## config.mk

```make
export PLATFORM = sky130hd
export DESIGN_NAME = activation_interpolator
export DESIGN_NICKNAME = d
export VERILOG_FILES = /design/src/rtl/activation_interpolator.sv
export SDC_FILE = /design/constraint.sdc
export NUM_CORES = 1
export LEC_CHECK = 0
export BUFFER_PORTS_ARGS = -buffer_cell sky130_fd_sc_hd__buf_2
export CORE_AREA = 2 2 99 111
export DETAILED_ROUTE_END_ITERATION = 7
export DIE_AREA = 0 0 101 113
export GPL_ROUTABILITY_DRIVEN = 0
export PLACE_DENSITY = 0.49
export SETUP_SLACK_MARGIN = 0.2
export SLEW_MARGIN = 25
export SYNTH_ARGS = -nofsm -noshare
export SYNTH_HDL_FRONTEND = slang
export SYNTH_SLANG_ARGS = --single-unit
export TNS_END_PERCENT = 50
```

## constraint.sdc

```tcl
create_clock -name clk -period 8.05 [get_ports clk]
set_input_delay 1.61 -clock clk [delete_from_list [all_inputs] [get_ports clk]]
set_output_delay 1.61 -clock clk [all_outputs]
set_load 0.05 [all_outputs]
```

## src/rtl/activation_interpolator.sv

```systemverilog
// activation_interpolator: three-stage valid/ready pipeline that drives a
// 16-entry activation LUT from the integer bits of x and linearly
// interpolates between base and next entries using x's fraction bits.
module activation_interpolator #(
  parameter  int DATA_W = 8,
  parameter  int FRAC_W = 4,
  localparam int ADDR_W = DATA_W - FRAC_W
) (
  input  logic                     clk,
  input  logic                     rst,
  input  logic                     in_valid,
  output logic                     in_ready,
  input  logic        [DATA_W-1:0] in_data,
  output logic        [ADDR_W-1:0] lut_addr,
  input  logic signed [DATA_W-1:0] lut_base,
  input  logic signed [DATA_W-1:0] lut_next,
  output logic                     out_valid,
  input  logic                     out_ready,
  output logic signed [DATA_W-1:0] out_data,
  output logic                     busy
);

  localparam int DIFF_W = DATA_W + 1;
  localparam int PROD_W = DATA_W + FRAC_W + 2;
  localparam int SUM_W  = DATA_W + 2;

  logic                     en;

  logic                     v1_q, v1_d;
  logic        [ADDR_W-1:0] addr_q, addr_d;
  logic        [FRAC_W-1:0] frac1_q, frac1_d;

  logic                     v2_q, v2_d;
  logic signed [DATA_W-1:0] base_q, base_d;
  logic        [FRAC_W-1:0] frac2_q, frac2_d;
  logic signed [DIFF_W-1:0] diff_q, diff_d;

  logic                     out_valid_q, out_valid_d;
  logic signed [DATA_W-1:0] out_data_q, out_data_d;

  logic signed [PROD_W-1:0] diff_ext;
  logic signed [PROD_W-1:0] frac_ext;
  logic signed [PROD_W-1:0] prod;
  logic signed [PROD_W-1:0] shifted;
  logic signed [SUM_W-1:0]  sum;
  logic                     in_range;
  logic signed [DATA_W-1:0] sat_sum;

  // Whole pipeline advances together; it freezes only when the output is stalled.
  always_comb begin
    en = ~(out_valid_q & ~out_ready);
  end

  // Stage-3 arithmetic: floor-interpolate, widen, then clamp to DATA_W signed.
  always_comb begin
    diff_ext = PROD_W'(diff_q);
    frac_ext = PROD_W'({1'b0, frac2_q});
    prod     = diff_ext * frac_ext;
    shifted  = prod >>> FRAC_W;
    sum      = SUM_W'(base_q) + SUM_W'(shifted);
    in_range = (&sum[SUM_W-1:DATA_W-1]) | ~(|sum[SUM_W-1:DATA_W-1]);
    if (in_range) begin
      sat_sum = sum[DATA_W-1:0];
    end else if (sum[SUM_W-1]) begin
      sat_sum = {1'b1, {(DATA_W-1){1'b0}}};
    end else begin
      sat_sum = {1'b0, {(DATA_W-1){1'b1}}};
    end
  end

  // Next-state for all stages; data registers load only behind a valid.
  always_comb begin
    v1_d        = v1_q;
    addr_d      = addr_q;
    frac1_d     = frac1_q;
    v2_d        = v2_q;
    base_d      = base_q;
    frac2_d     = frac2_q;
    diff_d      = diff_q;
    out_valid_d = out_valid_q;
    out_data_d  = out_data_q;
    if (en) begin
      v1_d = in_valid;
      if (in_valid) begin
        addr_d  = in_data[DATA_W-1:FRAC_W];
        frac1_d = in_data[FRAC_W-1:0];
      end
      v2_d = v1_q;
      if (v1_q) begin
        base_d  = lut_base;
        frac2_d = frac1_q;
        diff_d  = DIFF_W'(lut_next) - DIFF_W'(lut_base);
      end
      out_valid_d = v2_q;
      if (v2_q) begin
        out_data_d = sat_sum;
      end
    end
  end

  // Pipeline registers with asynchronous clear.
  always_ff @(posedge clk or posedge rst) begin
    if (rst) begin
      v1_q        <= 1'b0;
      addr_q      <= '0;
      frac1_q     <= '0;
      v2_q        <= 1'b0;
      base_q      <= '0;
      frac2_q     <= '0;
      diff_q      <= '0;
      out_valid_q <= 1'b0;
      out_data_q  <= '0;
    end else begin
      v1_q        <= v1_d;
      addr_q      <= addr_d;
      frac1_q     <= frac1_d;
      v2_q        <= v2_d;
      base_q      <= base_d;
      frac2_q     <= frac2_d;
      diff_q      <= diff_d;
      out_valid_q <= out_valid_d;
      out_data_q  <= out_data_d;
    end
  end

  assign in_ready  = en;
  assign lut_addr  = addr_q;
  assign out_valid = out_valid_q;
  assign out_data  = out_data_q;
  assign busy      = v1_q | v2_q | out_valid_q;

endmodule
```

## Yosys cells after proc, flatten, opt, wreduce, memory -nomap -nowiden

Index checks and enable logic that the tools add are counted.

| storage, ports and cells | value |
|---|---|
| input port bits | 28 |
| output and inout port bits | 15 |
| flip-flop bits (word level) | 40 |

| cells by class | value |
|---|---|
| $mul | 1 |
| muxes and demuxes | 2 |
| bitwise gates (word level) | 7 |
| reduce and logical (&&, ||, !) cells | 5 |
| add/subtract/negate cells | 2 |

Operators with widths:

| operator | number |
|---|---|
| 8-bit 2-to-1 mux | 2 |
| 9-bit by 5-bit multiplier with 14-bit output | 1 |
| 8-bit by 10-bit adder with 10-bit output | 1 |
| 8-bit by 8-bit subtractor with 9-bit output | 1 |
| 2-bit AND reduction | 3 |
| 1-bit NOT | 3 |
| 1-bit bitwise OR | 3 |
| 3-bit AND reduction | 1 |
| 3-bit OR reduction | 1 |
| 1-bit AND | 1 |

## Logic depth before layout (Yosys ltp)

| logic depth | value |
|---|---|
| depth after elaboration | 6 |
| gate-level depth with buffers | 21 |
| gate-level depth less buffers | 21 |

## Worst setup path before layout

OpenSTA, ideal clock, no wires.

| timing | value |
|---|---|
| path type | register -> register |
| start point | reg frac2_q[2] |
| end point | reg out_data_q[4], in the netlist out_data[4] |
| path buffers | 0 |
| setup time | 0.126 ns |
| cell stages (with the launch flop) | 22 |
| path slack | 2.978 ns |
| data required time | 7.924 ns |
| data arrival time | 4.946 ns |
| period minus slack after synthesis | 5.072 ns |
| cells stage by stage | dfrtp_1 > and2_1 > ha_1 > fa_1 > inv_1 > fa_1 > inv_1 > ha_1 > nand3_1 > o211ai_4 > a221o_1 > o21a_1 > nor2_1 > xnor2_1 > ha_1 > a211oi_1 > a21oi_1 > a31oi_1 > xnor2_1 > xnor2_2 > a21oi_2 > a221o_1 |

| on the way | value |
|---|---|
| word-level cells in the longest chain between the ends | 6 |

Ends and longest elaborated chain:

| item | RTL line | text |
|---|---|---|
| from (decl) | 35 | `logic [FRAC_W-1:0] frac2_q, frac2_d;` |
| from (signal assigned) | 119 | `frac2_q <= frac2_d;` |
| 9-bit by 5-bit multiplier with 14-bit output (*) | 58 | `prod = diff_ext * frac_ext;` |
| 8-bit by 10-bit adder with 10-bit output (*) | 60 | `sum = SUM_W'(base_q) + SUM_W'(shifted);` |
| 3-bit OR reduction | 61 | `in_range = (&sum[SUM_W-1:DATA_W-1]) \| ~(\|sum[SUM_W-1:DATA_W-1]);` |
| 1-bit NOT | 61 |  |
| 1-bit bitwise OR | 61 |  |
| 8-bit 2-to-1 mux (*) | 62 | `if (in_range) begin` |
| to (signal assigned) | 122 | `out_data_q <= out_data_d;` |
| to (decl) | 39 | `logic signed [DATA_W-1:0] out_data_q, out_data_d;` |

Every way passes the cells marked *; elsewhere a longest branch is shown, timed or not.
A chain may end at the register's enable or synchronous reset.

## Final worst setup path

| timing | value |
|---|---|
| start point | reg frac2_q[3] |
| end point | reg out_data_q[1], in the netlist out_data[1] |

Same word-level chain as after synthesis.

==> results.ini <==
[run_status]
outcome=finished, final reports clean

[grt]
met1_usage_pct=17.6
busiest_layer=met2
grt_max_degree=41
grt_overflow=0
grt_pass1_vias=2682
antenna_found_initial=0
use_met3_pct=2.66
grt_usage_pct=13.4
use_met2_pct=22.5
grt_pass1_wl_mm=12.3

[synthesis]
syn_inst=370
ys_warn_count=0
ys.flop_type=dfrtp_1
synth_area_um2=3530
synth_cell_types=41
ys_ff_latch=40
synth_seq_area_share_pct=28.4
avgSynthCellArea_um2=9.53
synth-async-reset-ratio_pct=100
syn-num-nets=459
synth-edff-count=0

[clock_network]
postCtsSetupRepairBufs=0
clkTransAtPathRegs_ps=60
ctsResizeCount=0
h-tree-depth=2
cts_buffer_depth=2
root_buffer=clkbuf_16
clk_latency_ps=280
cts.sinks=40
cts_buffers=5
cts_tree=done
cts_hold_buf=0

[cells_and_area]
drive_gt1_share_pct=17.6
area_delta_synth_final_pct=13.5
utilization_pct=39.0
fillers=1092
fin_nets=503
n_antenna_cell=0
seqCellArea_um2=1000
multiInputGateArea_um2=2270

[sta]
hold_violations=0
rsz0062_at_grt=no
finalSetupViolCount=0
period_share_pct=67.0
slew-limit-headroom_pct=58.3
slew_violations=0
period_needed_ps=5390
fmaxAchievable_ghz=0.185
fin_tns_setup_ps=0
fin_worst_skew_ps=8.39
holdWs_ps=493
tightest_slew_ps=624

[setup_path]
critical_path.cell_chain=and2_1 -> ha_1 -> fa_1 -> inv_1 -> fa_1 -> inv_1 -> ha_1 -> nand3_1 -> o211ai_4 -> a221o_1 -> o21a_1 -> nor2_1 -> xnor2_1 -> ha_1 -> a211oi_1 -> a21oi_1 -> a31oi_1 -> xnor2_1 -> xnor2_2 -> a21oi_2 -> a221o_1
r2r-start=frac2_q[3]$_DFFE_PP0P_
slowest_stage=fa_1
cp-end-kind=register
arrival_ps=5550
start_kind=register
worst-path-buf-inv=2
slowest_delay_ps=530
cp.required_ps=8210
path_common_cell=ha_1
startpoint=frac2_q[3]$_DFFE_PP0P_
critPathTopFamily=adder cells
worstPathMaxFanout=10
path_class=reg -> reg

[floorplanning]
coreArea_um2=10200
ios=43
die_area_um2=11400
dieHeight_um=113
rows=39
start_util_pct=34.4
die_x_um=101

[drt]
detail-route-antenna-nets=0
num_vias=2616
wl_per_cell_um=13.1
drc_errors=0
first_pass_iters=4
via_per_inst=4.87
wirelength_mm=7.03
drt_iter0_markers=80

[worst_hold_path]
min_path_type=reg -> reg
min-delay-start=base_q[4]$_DFFE_PP0P_

[job]
drv_cap=0

[place]
post-dp-hpwl_mm=5.83
port_buffers=42

worst min-delay path: cells and delay by family (launching register included):
family             cells  cell delay, ps
DFF                    1             350
AOI/OAI and AO/OA      1              60
and+or+nand+nor        1              50
path summary, 6_finish.rpt:
path | cells past startpoint | slack, ps | to
setup / recovery | 21 | 2660 | out_data[1]$_DFFE_PP0P_
hold / removal | 2 | 490 | base_q[4]$_DFFE_PP0P_
setup reg to reg | 21 | 2660 | out_data[1]$_DFFE_PP0P_
hold reg to reg | 2 | 490 | base_q[4]$_DFFE_PP0P_
max in group asynchronous | 3 | 6230 | diff_q[8]$_DFFE_PP0P_
min in group asynchronous | 3 | 1460 | out_data[0]$_DFFE_PP0P_
layer usage:
layer	wire length (um)	part of all wire (%)
met5	0	0
met4	119	1.7
met3	211	3.0
met2	3330	47
met1	3370	48
final cells by class:
class / count / area share [%]
Multi-Input combinational cell: 267 / 56.8
Sequential cell: 40 / 25.0
Timing Repair Buffer: 44 / 5.63
Inverter: 56 / 5.25
Tap cell: 123 / 3.85
Clock buffer: 5 / 3.13
Clock inverter: 2 / 0.313
kinds of logic (layout without fill, tap and decap cells):
family	Yosys count	after routing	share of synthesized area, %
buffers and inverters	63	107	7.13
multiplexers	15	15	4.79
adder cells (fa/ha/maj)	61	61	25.9
AND/OR/NAND/NOR	111	111	16.4
AO/OA/AOI/OAI	61	61	12.5
flip-flops	40	40	28.4
XOR/XNOR	19	19	4.93
registers in the layout (all words and copies together), names as in the netlist, 4 cells and up:
name / flops
diff_q: 9
base_q: 8
out_data: 8
frac1_q: 4
frac2_q: 4
lut_addr: 4
Yosys cell counts (all sizes together) (3+ instances only):
| cell | instances | area (um^2) |
|---|---|---|
| a21oi | 11 | 58.8 |
| a221o | 8 | 80.1 |
| a31oi | 3 | 18.8 |
| and2 | 25 | 156 |
| clkbuf | 5 | 18.8 |
| dfrtp | 40 | 1000 |
| fa | 20 | 400 |
| ha | 41 | 513 |
| inv | 56 | 210 |
| mux2 | 15 | 169 |
| nand2 | 36 | 135 |
| nand3 | 10 | 50.1 |
| nor2 | 18 | 67.6 |
| nor2b | 4 | 25.0 |
| nor3 | 6 | 41.3 |
| o211ai | 3 | 36.3 |
| o21a | 3 | 22.5 |
| o21ai | 19 | 95.1 |
| o31ai | 3 | 22.5 |
| xnor2 | 12 | 113 |
| xor2 | 7 | 61.3 |
cells in the final DEF, fill, tap and decap left out, types with 3 or more instances in the layout:
| cell type | Yosys | layout |
|---|---|---|
| fa_1 | 20 | 20 |
| o21ai_0 | 19 | 19 |
| mux2_2 | 15 | 15 |
| o31ai_1 | 3 | 3 |
| a21oi_1 | 10 | 10 |
| o21a_1 | 3 | 3 |
| xor2_1 | 7 | 7 |
| nor2b_1 | 4 | 4 |
| inv_1 | 56 | 56 |
| a31oi_1 | 3 | 3 |
| ha_1 | 41 | 41 |
| a221o_1 | 8 | 8 |
| buf_2 | 0 | 42 |
| nor2_1 | 18 | 18 |
| nand3_1 | 10 | 10 |
| nor3_1 | 5 | 5 |
| xnor2_1 | 11 | 11 |
| and2_1 | 25 | 25 |
| clkbuf_16 | 0 | 5 |
| nand2_1 | 36 | 36 |
| dfrtp_1 | 40 | 40 |
through the flow:
stage | area (um^2) | instances | setup slack, ps
3_3_place_gp | 3860 | 530 | 2730
2_1_floorplan | 3530 | 370 | 2980
6_report | 4000 | 537 | 2660
4_1_cts | 4000 | 537 | 2630
5_1_grt | 4000 | 537 | 2270
3_5_place_dp | 3860 | 530 | 2640
Power is left out: the tool's default activity adds up to more than one toggle a clock period on the data nets, which glitch-free logic cannot reach.
